File: src/rtl/alu_src_arbiter_pkg.sv
// Shared definitions for the ALU operand-source arbiter.
//   arb_state_e   : arbitration FSM states (ARB, LOCK_A, LOCK_B)
//   SEL_A / SEL_B : Selector / grant encodings for requester A and B
//   DEFAULT_WIDTH : default operand width
package alu_src_arbiter_pkg;

  localparam int unsigned DEFAULT_WIDTH = 6;

  localparam logic SEL_A = 1'b0;
  localparam logic SEL_B = 1'b1;

  typedef enum logic [1:0] {
    ARB    = 2'd0,
    LOCK_A = 2'd1,
    LOCK_B = 2'd2
  } arb_state_e;

endpackage

File: src/rtl/alu_src_arbiter_rr_arb2.sv
// rr_arb2: combinational two-way round-robin grant with lock override.
// Ports:
//   valid_a, valid_b : requester valids
//   last_grant       : requester granted at the most recent transfer
//   hold_grant       : grant of the previous cycle, kept when nobody is valid
//   state            : arbitration FSM state; LOCK_x pins the grant to x
//   grant            : SEL_A or SEL_B
module rr_arb2
  import alu_src_arbiter_pkg::*;
(
  input  logic       valid_a,
  input  logic       valid_b,
  input  logic       last_grant,
  input  logic       hold_grant,
  input  arb_state_e state,
  output logic       grant
);

  always_comb begin
    grant = hold_grant;
    case (state)
      LOCK_A: grant = SEL_A;
      LOCK_B: grant = SEL_B;
      default: begin
        if (valid_a && valid_b) begin
          grant = ~last_grant;
        end else if (valid_a) begin
          grant = SEL_A;
        end else if (valid_b) begin
          grant = SEL_B;
        end
      end
    endcase
  end

endmodule

File: src/rtl/alu_src_arbiter.sv
// alu_src_arbiter: arbitrates two operand requesters onto one registered ALU
// operand port (valid/ready on both sides, latency 1, 1 operand/cycle).
// Optional feature macro: ALU_SRC_ARBITER_LOCK_EN enables grant retention via
// Lock_a/Lock_b; when undefined the lock inputs are ignored (pure round robin).
// Ports:
//   clk, rst_n                       : clock, asynchronous active-low reset
//   Valid_x, Data_x, Ready_x, Lock_x : requester x (x = a, b) handshake + lock
//   Selector                         : operand mux select (0 = A, 1 = B)
//   Out_valid, Out_data, Out_ready   : registered operand towards the ALU
module alu_src_arbiter
  import alu_src_arbiter_pkg::*;
#(
  parameter int unsigned WIDTH = DEFAULT_WIDTH
) (
  input  logic             clk,
  input  logic             rst_n,
  input  logic             Valid_a,
  input  logic [WIDTH-1:0] Data_a,
  output logic             Ready_a,
  input  logic             Lock_a,
  input  logic             Valid_b,
  input  logic [WIDTH-1:0] Data_b,
  output logic             Ready_b,
  input  logic             Lock_b,
  output logic             Selector,
  output logic             Out_valid,
  output logic [WIDTH-1:0] Out_data,
  input  logic             Out_ready
);

  arb_state_e       state_q, state_d;
  logic             last_q;
  logic             sel_q;
  logic             out_valid_q;
  logic [WIDTH-1:0] out_data_q;
  logic             grant;
  logic             can_accept;
  logic             xfer_a, xfer_b;

  rr_arb2 u_rr_arb2 (
    .valid_a    (Valid_a),
    .valid_b    (Valid_b),
    .last_grant (last_q),
    .hold_grant (sel_q),
    .state      (state_q),
    .grant      (grant)
  );

  // State register
  always_ff @(posedge clk or negedge rst_n) begin
    if (!rst_n) begin
      state_q <= ARB;
    end else begin
      state_q <= state_d;
    end
  end

  // Next-state logic
`ifdef ALU_SRC_ARBITER_LOCK_EN
  always_comb begin
    state_d = state_q;
    case (state_q)
      ARB: begin
        if (xfer_a && Lock_a) begin
          state_d = LOCK_A;
        end else if (xfer_b && Lock_b) begin
          state_d = LOCK_B;
        end
      end
      // Leaving on !Valid && !Lock keeps an idle lock holder from starving the other side.
      LOCK_A: if (!Lock_a && (xfer_a || !Valid_a)) state_d = ARB;
      LOCK_B: if (!Lock_b && (xfer_b || !Valid_b)) state_d = ARB;
      default: state_d = ARB;
    endcase
  end
`else
  logic unused_lock;
  assign unused_lock = Lock_a ^ Lock_b;

  always_comb begin
    state_d = ARB;
  end
`endif

  // Output logic; handshakes and Selector are held inactive during reset
  always_comb begin
    can_accept = !out_valid_q || Out_ready;
    Ready_a    = rst_n && (grant == SEL_A) && Valid_a && can_accept;
    Ready_b    = rst_n && (grant == SEL_B) && Valid_b && can_accept;
    Selector   = rst_n ? grant : SEL_A;
    xfer_a     = Valid_a && Ready_a;
    xfer_b     = Valid_b && Ready_b;
  end

  // Output operand register, round-robin pointer and held grant
  always_ff @(posedge clk or negedge rst_n) begin
    if (!rst_n) begin
      out_valid_q <= 1'b0;
      out_data_q  <= '0;
      last_q      <= SEL_B;
      sel_q       <= SEL_A;
    end else begin
      sel_q <= grant;
      if (xfer_a || xfer_b) begin
        out_valid_q <= 1'b1;
        out_data_q  <= (grant == SEL_B) ? Data_b : Data_a;
        last_q      <= grant;
      end else if (Out_ready) begin
        out_valid_q <= 1'b0;
      end
    end
  end

  assign Out_valid = out_valid_q;
  assign Out_data  = out_data_q;

endmodule

File: config.mk
export PLATFORM = sky130hd
export DESIGN_NAME = alu_src_arbiter
export DESIGN_NICKNAME = d
export VERILOG_FILES = /design/src/rtl/alu_src_arbiter_pkg.sv /design/src/rtl/alu_src_arbiter_rr_arb2.sv /design/src/rtl/alu_src_arbiter.sv
export SDC_FILE = /design/constraint.sdc
export NUM_CORES = 1
export LEC_CHECK = 0
export BUFFER_PORTS_ARGS = -buffer_cell sky130_fd_sc_hd__buf_4
export CORE_AREA = 4 4 41 43
export DETAILED_ROUTE_END_ITERATION = 12
export DIE_AREA = 0 0 45 47
export MAX_ROUTING_LAYER = met4
export PLACE_DENSITY = 0.74
export SYNTH_ARGS = -nofsm -noshare
export SYNTH_HDL_FRONTEND = slang
export SYNTH_SLANG_ARGS = --single-unit
File: constraint.sdc
create_clock -name clk -period 2.42 [get_ports clk]
set_clock_uncertainty 0.15 [all_clocks]
set_input_delay 0.484 -clock clk [delete_from_list [all_inputs] [get_ports clk]]
set_output_delay 0.484 -clock clk [all_outputs]
set_load 0.01 [all_outputs]
Yosys cells after proc, flatten, opt, wreduce, memory -nomap -nowiden
Index checks and enable logic that the tools add are counted.
{ "word_totals": {"ff_bits": 9, "latch_bits": 0, "mem_bits_rw": 0, "romBits": 0, "in_bits": 19, "out_inout_bits": 10, "word_cells": 26, "memories": 0} }
{ "classes": {"addsub": 0, "mul": 0, "div_mod_pow": 0, "order_cmp": 0, "eq_ne": 0, "n_shift": 0, "n_mux": 7, "bitwise": 2, "n_reduce_logical": 13} }
{ "ops": {"columns": ["operator", "n"], "rows": [
  ["logical AND 1 bit", 9],
  ["two-way mux 1 bit", 6],
  ["two-way mux 6 bit", 1],
  ["logical OR 1 bit", 2],
  ["inverter 1 bit", 2],
  ["nonzero test 2 bit", 1],
  ["zero test 1 bit", 1]
]} }

Depth between registers and ports, before layout
Gate-level depths: netlist (run 1).
{ "logic_depth": {"depth_word": 10, "depth_mapped": 4, "ltp_nobuf": 3} }

Cells and area by module
Synthesis (run 1) repeated with hierarchy kept, for this count alone.
{ "unflattened": {"cells_unflattened": 39, "hier_area_um2": 496.7} }
{ "modules_own_cells": {"columns": ["mod", "n_inst", "cells_per_inst", "area_each_um2", "seq_area_each_um2"], "rows": [
  ["alu_src_arbiter", 1, 33, 450.4, 226.5],
  ["rr_arb2", 1, 6, 46.3, 0.0]
]} }

Least setup slack after synthesis (run 1)
Ideal clock, no wire load.
{ "synth_timing": {"path_type": "input to output", "from": "input Valid_b", "to": "output Ready_b", "arrival_ns": 1.009, "required_ns": 1.786, "slack_ns": 0.777, "cell_stages": 2, "n_path_buf": 0, "path_cell_list": "a21bo_2 nor3b_4"} }
{ "synth_between": {"elab_chain_len": 6, "elab_cells_between_ends": 7, "cone_classes": "mux (3); reduce/logical (4)"} }
{ "synth_rtl": {"columns": ["item", "line_no", "source"], "rows": [
  ["from (decl)", "alu_src_arbiter.sv:21", "input logic Valid_b,"],
  ["two-way mux 1 bit", "alu_src_arbiter_rr_arb2.sv:29", "end else if (valid_b) begin"],
  ["two-way mux 1 bit", "alu_src_arbiter_rr_arb2.sv:27", "end else if (valid_a) begin"],
  ["two-way mux 1 bit", "alu_src_arbiter_rr_arb2.sv:25", "if (valid_a && valid_b) begin"],
  ["logical AND 1 bit", "alu_src_arbiter.sv:89", "Ready_b = rst_n && (grant == SEL_B) && Valid_b && can_accept;"],
  ["logical AND 1 bit * (2 in series)", "alu_src_arbiter.sv:89", null],
  ["to (decl)", "alu_src_arbiter.sv:23", "output logic Ready_b,"]
]} }
Mark *: on every way between the ends. The rest lies on a longest branch, timed or not.

Final worst setup path (run 1)
{ "layout_timing": {"from": "register last_q", "to": "output Selector"} }
{ "layout_between": {"elab_chain_len": 3} }
{ "layout_rtl": {"columns": ["item", "line_no", "source"], "rows": [
  ["from (decl)", "alu_src_arbiter.sv:32", "logic last_q;"],
  ["from (signal assigned)", "alu_src_arbiter.sv:107", "last_q <= grant;"],
  ["inverter 1 bit", "alu_src_arbiter_rr_arb2.sv:26", "grant = ~last_grant;"],
  ["two-way mux 1 bit", "alu_src_arbiter_rr_arb2.sv:25", null],
  ["via grant", "alu_src_arbiter.sv:36", "logic grant;"],
  ["two-way mux 1 bit", "alu_src_arbiter.sv:90", "Selector = rst_n ? grant : SEL_A;"],
  ["to (decl)", "alu_src_arbiter.sv:25", "output logic Selector,"]
]} }
The timed path passes the listed nets, and every way through them passes these cells.

==> key figures, run 1 <==
Run status
  – Outcome: finished, final reports clean

Worst setup path
  – CP Class: reg2out
  – CP delay by family, top: flip-flops
  – Crit path max fanout: 3
  – Slowest cell delay on critical path: 0.54 ns
  – CP Data Arrival Time: ~1.4 ns
  – Required time of the critical path: between 1.5 and 2 ns
  – CP Capture Type: output port
  – Startpoint class of the critical path: register
  – Cell Chain, Critical Path: a21bo_2, o21ai_0, and2_1, buf_4
  – Buf/Inv on CP: 1
  – Cell with the largest stage delay on the worst path: dfstp_2

Layout
  – Fin nets: 98
  – P&R area growth vs syn: 54.12%
  – Core Util, Final: about 54%
  – # diodes: 0
  – Layout cells sized above 1: 42.31%
  – Fin area: 701.9 um2

Route
  – WL per Instance: roughly 11 um
  – Vias: between 400 and 500
  – ANT nets after route: 0
  – Drt via density: approximately 4.7
  – Initial DRC count: 29
  – Drt total wl: approximately 1100 um
  – DRC violations left: 0
  – Detailed Routing Iterations Pass 1: 4

Floorplanning
  – Area of the die: about 2100 um2
  – Starting Density: between 30% and 40%
  – Row count: 13
  – DIE HEIGHT: between 40 and 50 um
  – I/O pins: 29
  – Die X: about 45 um
  – Core area: approximately 1300 um2

Power and ir drop
  – Power per cell area: around 640 nW/um2
  – VDD IR max: 0.2993 mV
  – Leak: approximately 0.00042 uW

Placement
  – Routability Congestion: just over 0.7
  – PortBufs: 26
  – DP Area: around 670 um2
  – Hpwl dp: between 800 and 900 um

Timing
  – Max-slew headroom: a little over three fifths
  – Max Freq: 0.5011 GHz
  – Period minus WS final: between 1.5 and 2 ns
  – RSZ-0062 raised after global routing: false
  – Worst slew pin tran: between 0.5 and 0.6 ns
  – Final hold vios: 0
  – Final setup viols: 0
  – Setup TNS: 0 ns
  – Final period util: between 80% and 90%
  – Hold slack: approximately 0.043 ns
  – Slew Viols, Final: 0

Synth
  – Syn Std Cell Area: 455.4 um2
  – Gate count after technology mapping: between 40 and 50
  – Avg Cell Area, Syn: slightly below 10 um2
  – Net Count, Synth: 66
  – Register bit total from synthesis: 9
  – Register area share after synthesis: between 40 and 50%
  – Count of cell types in the netlist: 15
  – Ys Warns: 0

CTS
  – Num CTS Buffers: 3
  – Clk_lat worst skew: ~0.25 ns
  – CTS Root Cell: clkbuf_4
  – Htree depth: 1
  – CTS tree: yes
  – CTS sink cnt: 9
  – Clock Tree Buf Depth: 2
  – Clk pin slew, worst setup/hold paths: ~0.060 ns

Hold path
  – Min-delay worst type: in2async

Global routing
  – First-pass GRT wire length: ~1700 um
  – GRT Total Usage: roughly 11%
  – Initial antenna violation count: 0
  – Maximum number of pins on one net before global-route repair: 9
  – Grt ovf: 0
  – Vias in the first global route: approximately 420

Run
  – Max-cap viol count: 0
[area by class of cell]
| type | instances | area, um2 |
|---|---|---|
| clock buffer | 4 | 26.28 |
| fill | 125 | 599.3 |
| inverter | 21 | 78.83 |
| multi-input combinational | 16 | 138.9 |
| sequential | 9 | 226.5 |
| tap | 15 | 18.77 |
| timing repair buffer | 28 | 212.7 |
[cells in the mapped netlist]
library cell / instances / share of area [%]
nor2_1: 1 / 0.82
nand2b_1: 1 / 1.4
dfrtp_1: 8 / 44
nor3b_4: 1 / 4.1
o21ai_0: 1 / 1.1
o211ai_1: 1 / 1.6
inv_1: 21 / 17
a222oi_1: 6 / 13
nand2_1: 1 / 0.82
and2_1: 1 / 1.4
dfstp_2: 1 / 5.8
a21bo_2: 1 / 2.2
buf_6: 1 / 2.5
a31oi_1: 1 / 1.4
o2111a_1: 1 / 2.5
[sequential cells by signal, summed over array words and instances, names as in the netlist]
name and cells:
Out_valid 1, last_q 1, Out_data 6, sel_q 1
[worst paths after layout]
path,start,endpoint,slack [ns],cells past startpoint
min in group clk,Valid_a,sel_q,0.32,2
hold reg to reg,Out_data[4],Out_data[4],0.38,2
setup reg to reg,last_q,Out_data[2],0.93,4
setup / recovery,last_q,Selector,0.42,4
hold / removal,rst_n,last_q,0.04,1
max in group asynchronous,rst_n,Out_data[3],1.27,2
[per-layer routing]
metal,wire length [um],track usage [%],vias to the layer above
met5,0,-,-
met4,0,3.509,0
met3,130,3.065,0
met2,507,17.80,23
met1,421,14.08,204
li1,-,-,214
[where the power goes]
group	switching, uW	total (uW)	internal [uW]
sequential	15.2	197	182
clock	50.6	114	63.4
combinational	60.7	137	76.0
total	127	448	321
[cells by family after synthesis]
| logic type | share of synthesized area [%] |
|---|---|
| buffers and inverters | 19.78 |
| flip-flops | 49.73 |
| AND/OR/NAND/NOR | 8.517 |
| AO/OA/AOI/OAI | 21.98 |
[timing repair]
item	CTS	global route
hold endpoints to repair	8	0
hold buffers	1	0
gates resized for setup	0	0
setup buffers	0	0
[worst reg2reg max path: cells and delay by family, from the launching register on]
| kind | cells | cell delay, ns |
|---|---|---|
| and+or+nand+nor | 1 | 0.05 |
| DFF | 1 | 0.54 |
| AOI/OAI and AO/OA | 2 | 0.48 |
| buffers and inverters | 1 | 0.15 |
[through the flow]
| stage | std cells | total power (uW) | setup WS, ns |
|---|---|---|---|
| 2_1_floorplan | 47 | 260.8 | 0.7769 |
| 3_3_place_gp | 88 | 333.2 | 0.4783 |
| 3_5_place_dp | 88 | 337.2 | 0.4892 |
| 4_1_cts | 93 | 452.3 | 0.4151 |
| 5_1_grt | 93 | 476.5 | 0.3472 |
| 6_report | 93 | 447.6 | 0.4243 |
[layout by cell type, fill, tap and decap left out, drive strengths merged, types with 4 or more instances in the layout]
cell	count
buf	27
inv	21
dfrtp	8
a222oi	6
clkbuf	4
Power figures use the tool's default switching activity.
==> run 2: changes to the inputs <==
--- a/config.mk
+++ b/config.mk
@@ -6,11 +6,11 @@
 export NUM_CORES = 1
 export LEC_CHECK = 0
 export BUFFER_PORTS_ARGS = -buffer_cell sky130_fd_sc_hd__buf_4
-export CORE_AREA = 4 4 41 43
+export CORE_MARGIN = 4
+export CORE_UTILIZATION = 35
 export DETAILED_ROUTE_END_ITERATION = 12
-export DIE_AREA = 0 0 45 47
 export MAX_ROUTING_LAYER = met4
-export PLACE_DENSITY = 0.74
+export PLACE_DENSITY = 0.78
 export SYNTH_ARGS = -nofsm -noshare
 export SYNTH_HDL_FRONTEND = slang
 export SYNTH_SLANG_ARGS = --single-unit
==> constraint.sdc (replaced) <==
create_clock -name clk -period 1.7 [get_ports clk]
set_clock_uncertainty 0.15 [all_clocks]
set_input_delay 0.34 -clock clk [delete_from_list [all_inputs] [get_ports clk]]
set_output_delay 0.34 -clock clk [all_outputs]
set_load 0.01 [all_outputs]
==> run 2 against run 1 <==
The run now ends with setup timing left. Sequential power grew 44%. Critical path depth unchanged. Setup slack worse by 0.50 ns. Combinational power grew 74%. Critical path type unchanged. Critical endpoint is now Ready_b. Hold slack better by 0.16 ns.
==> key figures, run 2 (same netlist as run 1, synthesis figures left out) <==
Route
  – WL per Instance: 12.45 um
  – Vias: 483
  – Initial DRC count: 25
  – Drt via density: between 4 and 5
  – Drt total wl: around 1200 um
  – DRC violations left: 0
  – ANT nets after route: 0
  – Detailed Routing Iterations Pass 1: 4

Timing
  – RSZ-0062 raised after global routing: true
  – Hold slack: around 0.20 ns
  – Period minus WS final: roughly 1.8 ns
  – Final period util: 104.7%
  – Setup TNS: -0.1159 ns
  – Worst slew pin tran: 0.6090 ns
  – Max Freq: between 0.5 and 0.6 GHz
  – PnR worst setup slack: -0.07980 ns
  – Slew Viols, Final: 0
  – Final setup viols: 2
  – Max-slew headroom: approximately three fifths
  – Final hold vios: 0

Power and ir drop
  – Reg power frac: between 40% and 50%
  – Clock share of power: 22.8%
  – Int Pwr: ~490 uW
  – Sw Pwr: between 150 and 200 uW
  – Leak: about 0.00047 uW
  – Sw frac: 27.71%
  – Power per cell area: 841.6 nW/um2
  – Logic pwr share: a little over a third
  – VDD IR max: approximately 0.52 mV

Global routing
  – First-pass GRT wire length: 1945 um
  – Maximum number of pins on one net before global-route repair: 9
  – Grt ovf: 0
  – GRT Total Usage: roughly 14%
  – Initial antenna violation count: 0
  – Vias in the first global route: roughly 460

CTS
  – CTS tree: yes
  – CTS Root Cell: clkbuf_4
  – Htree depth: 1
  – CTS sink cnt: 9
  – Num CTS Buffers: 3
  – Clk_lat worst skew: between 0.2 and 0.3 ns
  – Clock Tree Buf Depth: 2
  – Clk pin slew, worst setup/hold paths: approximately 0.060 ns

Floorplanning
  – Area of the die: a little under 2000 um2
  – Core area: around 1200 um2
  – Die X: roughly 44 um
  – I/O pins: 29
  – Starting Density: between 30% and 40%
  – DIE HEIGHT: around 44 um
  – Row count: 12

Layout
  – Layout Cells excl Fill: 100
  – Fin nets: ~110
  – Commonest non-fill, non-tap cell in the layout: buf_4
  – P&R area growth vs syn: 76.37%
  – Fin area: about 800 um2
  – Layout cells sized above 1: around half
  – Most frequent cells in the layout: 29 x buf_4, 21 x inv_1, 8 x dfrtp_1, 6 x a222oi_1
  – Max reg flops: 6
  – # diodes: 0

Placement
  – Routability Congestion: a little under 0.8
  – PortBufs: 26
  – Cell count after placement: slightly below 90
  – DP Area: 679.4 um2
  – Hpwl dp: roughly 930 um

Run status
  – Outcome: complete, but fails checks
  – Failing checks: setup timing

Worst setup path
  – CP Class: reg2out
  – Required time of the critical path: roughly 1.2 ns
  – Cell with the largest stage delay on the worst path: dfstp_2
  – Cell Chain, Critical Path: a21bo_4, buf_12, nor3b_4, buf_6
  – CP Capture Type: output port
  – Crit path max fanout: 3
  – CP Data Arrival Time: roughly 1.3 ns
  – Slowest cell delay on critical path: 0.38 ns
  – Startpoint class of the critical path: register

Hold path
  – Min-delay worst type: in2reg

Run
  – Max-cap viol count: 0
-- run 2: changes by cell type in the layout (fill, tap and decap cells not counted) --
cell	before	now
buf_6	0	3
buf_4	27	29
dlygate4sd3_1	1	3
a21bo_2	1	0
a21bo_4	0	1
and2_1	1	0
and2_4	0	1
buf_12	0	1
o2111a_1	1	0
o2111a_2	0	1
o21ai_0	1	0
o21ai_2	0	1
-- run 2: what timing repair did --
item / 4_1_cts / 5_1_grt
hold buffers: 3 / 0
resized for setup: 8 / 0
endpoints found under the setup margin: 2 / 3
pin swaps: 2 / 1
setup buffers: 1 / 3
endpoints found under the hold margin: 8 / 0
-- run 2: final cells by class --
class	count	area, um2
Inverter	21	78.83
Multi-Input combinational cell	16	152.6
Timing Repair Buffer	36	301.5
Clock buffer	4	26.28
Fill cell	90	367.9
Tap cell	14	17.52
Sequential cell	9	226.5
-- run 2: worst paths after layout --
| check | startpoint | to | slack, ns | depth (start not counted) |
|---|---|---|---|---|
| max | last_q | Ready_b | -0.08 | 4 |
| min | Data_a[3] | Out_data[3] | 0.20 | 3 |
| min in group asynchronous | rst_n | Out_data[1] | 0.27 | 2 |
| min reg2reg | Out_data[4] | Out_data[4] | 0.38 | 2 |
| max reg2reg | last_q | Out_data[1] | 0.07 | 5 |
| max in group asynchronous | rst_n | Out_data[5] | 0.65 | 3 |
-- run 2: worst max-delay path, delay by kind of cell, from the launching register on --
kind | cells | cell delay [ns]
flip-flops | 1 | 0.38
buffers and inverters | 2 | 0.25
AO/OA/AOI/OAI | 1 | 0.22
AND/OR/NAND/NOR | 1 | 0.19
-- run 2: metrics by stage --
| step | utilization [%] | total power (uW) | worst slack, ns |
|---|---|---|---|
| 2_1_floorplan | - | 371.2 | 0.2695 |
| 3_3_place_gp | 58.01 | 479.7 | 0.09768 |
| 6_report | 68.59 | 676.1 | -0.07980 |
| 5_1_grt | 68.59 | 727.3 | -0.1339 |
| 4_1_cts | 66.67 | 676.2 | -0.09073 |
| 3_5_place_dp | 58.01 | 486.7 | 0.08844 |
-- run 2: per-layer routing --
layer | share of wire (%) | track usage [%] | vias to the layer above
li1 | - | - | 234
met4 | 0.56 | 3.614 | 0
met5 | 0 | - | -
met2 | 52 | 24.13 | 15
met1 | 41 | 15.25 | 232
met3 | 6.7 | 5.285 | 2
-- run 2: power by group through the flow --
| stage | Combinational (uW) | Clock, uW | Sequential [uW] |
|---|---|---|---|
| after floorplan | 73.4 | 0 | 298 |
| after detailed placement | 201 | 0 | 285 |
| after global routing | 256 | 183 | 288 |
| final | 239 | 154 | 283 |
| after CTS | 230 | 163 | 283 |
| after global placement | 197 | 0 | 282 |
==> run 3: changes to the inputs <==
--- a/config.mk
+++ b/config.mk
@@ -5,12 +5,13 @@
 export SDC_FILE = /design/constraint.sdc
 export NUM_CORES = 1
 export LEC_CHECK = 0
+export ABC_AREA = 1
 export BUFFER_PORTS_ARGS = -buffer_cell sky130_fd_sc_hd__buf_4
 export CORE_MARGIN = 4
-export CORE_UTILIZATION = 35
+export CORE_UTILIZATION = 37
 export DETAILED_ROUTE_END_ITERATION = 12
 export MAX_ROUTING_LAYER = met4
-export PLACE_DENSITY = 0.78
+export PLACE_DENSITY = 0.79
 export SYNTH_ARGS = -nofsm -noshare
 export SYNTH_HDL_FRONTEND = slang
 export SYNTH_SLANG_ARGS = --single-unit
==> run 3 against run 2 <==
The flow now finishes without violations. Power grew 46%. Routed wire length is 28% higher. Core utilization down 1.1 points. Clock power increased by 8%. Count of clock-buffer cells in the layout unchanged. Synthesized cell count up 38%. Register-to-register slack better by 0.03 ns. Largest power group is now combinational cells. Highest routed layer unchanged.
==> key figures, run 3 <==
Synth
  – Commonest cells in the netlist: 26 x nand2_1, 12 x nand3_1, 8 x dfrtp_1, 7 x inv_1, 3 x nor2_1
  – Avg Cell Area, Syn: approximately 8 um2
  – Gate count after technology mapping: 65
  – Synth top area share: between 30% and 40%
  – Syn Std Cell Area: between 500 and 600 um2
  – Count leader, synth: nand2_1
  – Register bit total from synthesis: 9
  – Net Count, Synth: 84
  – Synth top area cells: dfrtp_1 40%, nand2_1 19%, nand3_1 12%, dfstp_2 5.2%, inv_1 5.2%
  – Register area share after synthesis: ~45%
  – Number of synthesized flops with an enable pin: 0
  – Share of flip-flops with an asynchronous set or reset: between 90% and 100%
  – Top_reg_cell synth: dfrtp_1
  – Ys Warns: 0
  – Area leader, netlist: dfrtp_1
  – Count of cell types in the netlist: 13

Power and ir drop
  – VDD IR max: approximately 0.50 mV
  – Power per cell area: ~1100 nW/um2
  – Leak: 0.0005029 uW

CTS
  – Clk_lat worst skew: ~0.26 ns
  – CTS tree: yes
  – Num CTS Buffers: 3
  – Clk pin slew, worst setup/hold paths: 0.06 ns
  – Clock Tree Buf Depth: 2
  – CTS sink cnt: 9
  – Htree depth: 1
  – CTS Root Cell: clkbuf_4

Worst setup path
  – Cell with the largest stage delay on the worst path: dfstp_2
  – Cell Chain, Critical Path: inv_2, nand2_4, nand2_4, nand2_2, inv_2, buf_6
  – Slowest cell delay on critical path: between 0.5 and 0.6 ns
  – Startpoint class of the critical path: register
  – CP Data Arrival Time: between 1 and 1.5 ns
  – Buf/Inv on CP: 3
  – Required time of the critical path: around 1.2 ns
  – CP Class: reg2out
  – CP delay by family, top: flip-flops
  – CP Capture Type: output port
  – Crit path max fanout: 4

Layout
  – Fin nets: about 130
  – Core Util, Final: roughly two thirds
  – Layout cells sized above 1: between 50% and 60%
  – Most frequent cells in the layout: 36 x buf_4, 25 x nand2_1, 12 x nand3_1, 8 x dfrtp_1, 5 x inv_2
  – Fin area: 878.3 um2
  – Layout fillers: 105
  – Commonest non-fill, non-tap cell in the layout: buf_4
  – # diodes: 0
  – P&R area growth vs syn: 73.33%
  – Max reg flops: 6

Global routing
  – Initial antenna violation count: 0
  – First-pass GRT wire length: between 2000 and 2500 um
  – Maximum number of pins on one net before global-route repair: 10
  – Vias in the first global route: 542
  – Grt ovf: 0
  – GRT Total Usage: 16.99%

Timing
  – Max-slew headroom: between 70% and 80%
  – RSZ-0062 raised after global routing: true
  – Final setup viols: 0
  – Final period util: between 90 and 100%
  – Hold slack: about 0.21 ns
  – Slew Viols, Final: 0
  – Final hold vios: 0
  – Max Freq: ~0.6 GHz
  – Period minus WS final: between 1.5 and 2 ns
  – Worst slew pin tran: around 0.42 ns

Floorplanning
  – Die X: between 40 and 50 um
  – Starting Density: approximately 40%
  – DIE HEIGHT: ~45 um
  – Area of the die: ~2000 um2
  – Core area: about 1300 um2
  – Row count: 13
  – I/O pins: 29

Route
  – Drt via density: between 4 and 5
  – Detailed Routing Iterations Pass 1: 4
  – ANT nets after route: 0
  – Initial DRC count: 15
  – Vias: between 600 and 700
  – WL per Instance: ~13 um
  – DRC violations left: 0
  – Drt total wl: ~1600 um

Run
  – Max-cap viol count: 0

Placement
  – DP Area: 750.7 um2
  – Routability Congestion: 0.7371
  – Hpwl dp: ~1100 um
  – PortBufs: 26

Run status
  – Outcome: finished, final reports clean

Hold path
  – Min-delay worst type: in2reg
-- run 3: cell count changes in the layout (fill, tap and decap cells not counted), moves of 2 or more --
cell | previous run | this run
inv_2 | 0 | 5
inv_1 | 21 | 2
nor2_2 | 0 | 2
a222oi_1 | 6 | 0
nand2_4 | 0 | 3
buf_4 | 29 | 36
dlygate4sd3_1 | 3 | 1
nand3_1 | 0 | 12
nand2_1 | 1 | 25
-- run 3: final cells by class --
| type | instances | area (um2) | area share [%] |
|---|---|---|---|
| clock buffers | 4 | 26.28 | 2.991 |
| inverters | 7 | 26.28 | 2.991 |
| multi-input cells | 49 | 266.5 | 30.34 |
| flip-flops and latches | 9 | 226.5 | 25.78 |
| well taps | 15 | 18.77 | 2.137 |
| repair buffers | 40 | 314.1 | 35.75 |
-- run 3: worst paths after layout --
check,endpoint,slack (ns),start,depth (start not counted)
setup / recovery,Selector,0.01,last_q,6
hold / removal,Out_data[5],0.21,Data_b[5],5
setup reg to reg,Out_data[1],0.10,last_q,10
hold reg to reg,Out_data[4],0.37,Out_data[4],2
max in group asynchronous,last_q,0.62,rst_n,2
min in group asynchronous,Out_data[4],0.44,rst_n,2
-- run 3: what timing repair did --
item                                    4_1_cts  5_1_grt
endpoints found under the hold margin         9        0
buffers inserted                              5        4
resized for setup                             7        5
hold buffers                                  1        0
pin swaps                                     2        2
endpoints found under the setup margin        3        3
-- run 3: worst register-to-register path: stages, from the launching register on --
cell	delay [ns]
dfstp_2	0.53
inv_2	0.05
nand2_4	0.07
nand2_4	0.07
nand3_4	0.07
buf_4	0.10
buf_4	0.09
buf_4	0.16
nand2_4	0.09
nand2_1	0.08
nand2_1	0.05
-- run 3: routing by layer --
layer | up-vias | part of all wire [%] | global-route usage, %
met5 | - | 0 | -
met4 | 0 | 1.6 | 7.018
met3 | 4 | 5.4 | 2.390
met2 | 24 | 54 | 31.07
met1 | 287 | 39 | 17.94
li1 | 294 | - | -
-- run 3: per-stage QoR --
step	TNS [ns]	setup WS, ns	total power, uW	instances
after detailed placement	0	0.1823	735.0	110
after floorplan	0	0.2002	531.2	65
final	0	0.01477	984.8	124
after CTS	0	0.001924	956.2	120
after global placement	0	0.1985	717.5	110
after global routing	-0.08075	-0.04242	1051	124
-- run 3: report_power, final --
| group | leakage, uW | internal (uW) | switching [uW] | total [uW] |
|---|---|---|---|---|
| clock network | 0.0000150 | 90.5 | 76.3 | 167 |
| registers | 0.000110 | 297 | 47.9 | 345 |
| logic | 0.000378 | 249 | 223 | 473 |
-- run 3: cell families after synthesis --
logic type / Yosys count / synth area share, %
AOI/OAI and AO/OA: 2 / 4.197
buffers and inverters: 7 / 5.186
DFF: 9 / 44.69
and+or+nand+nor: 47 / 45.93
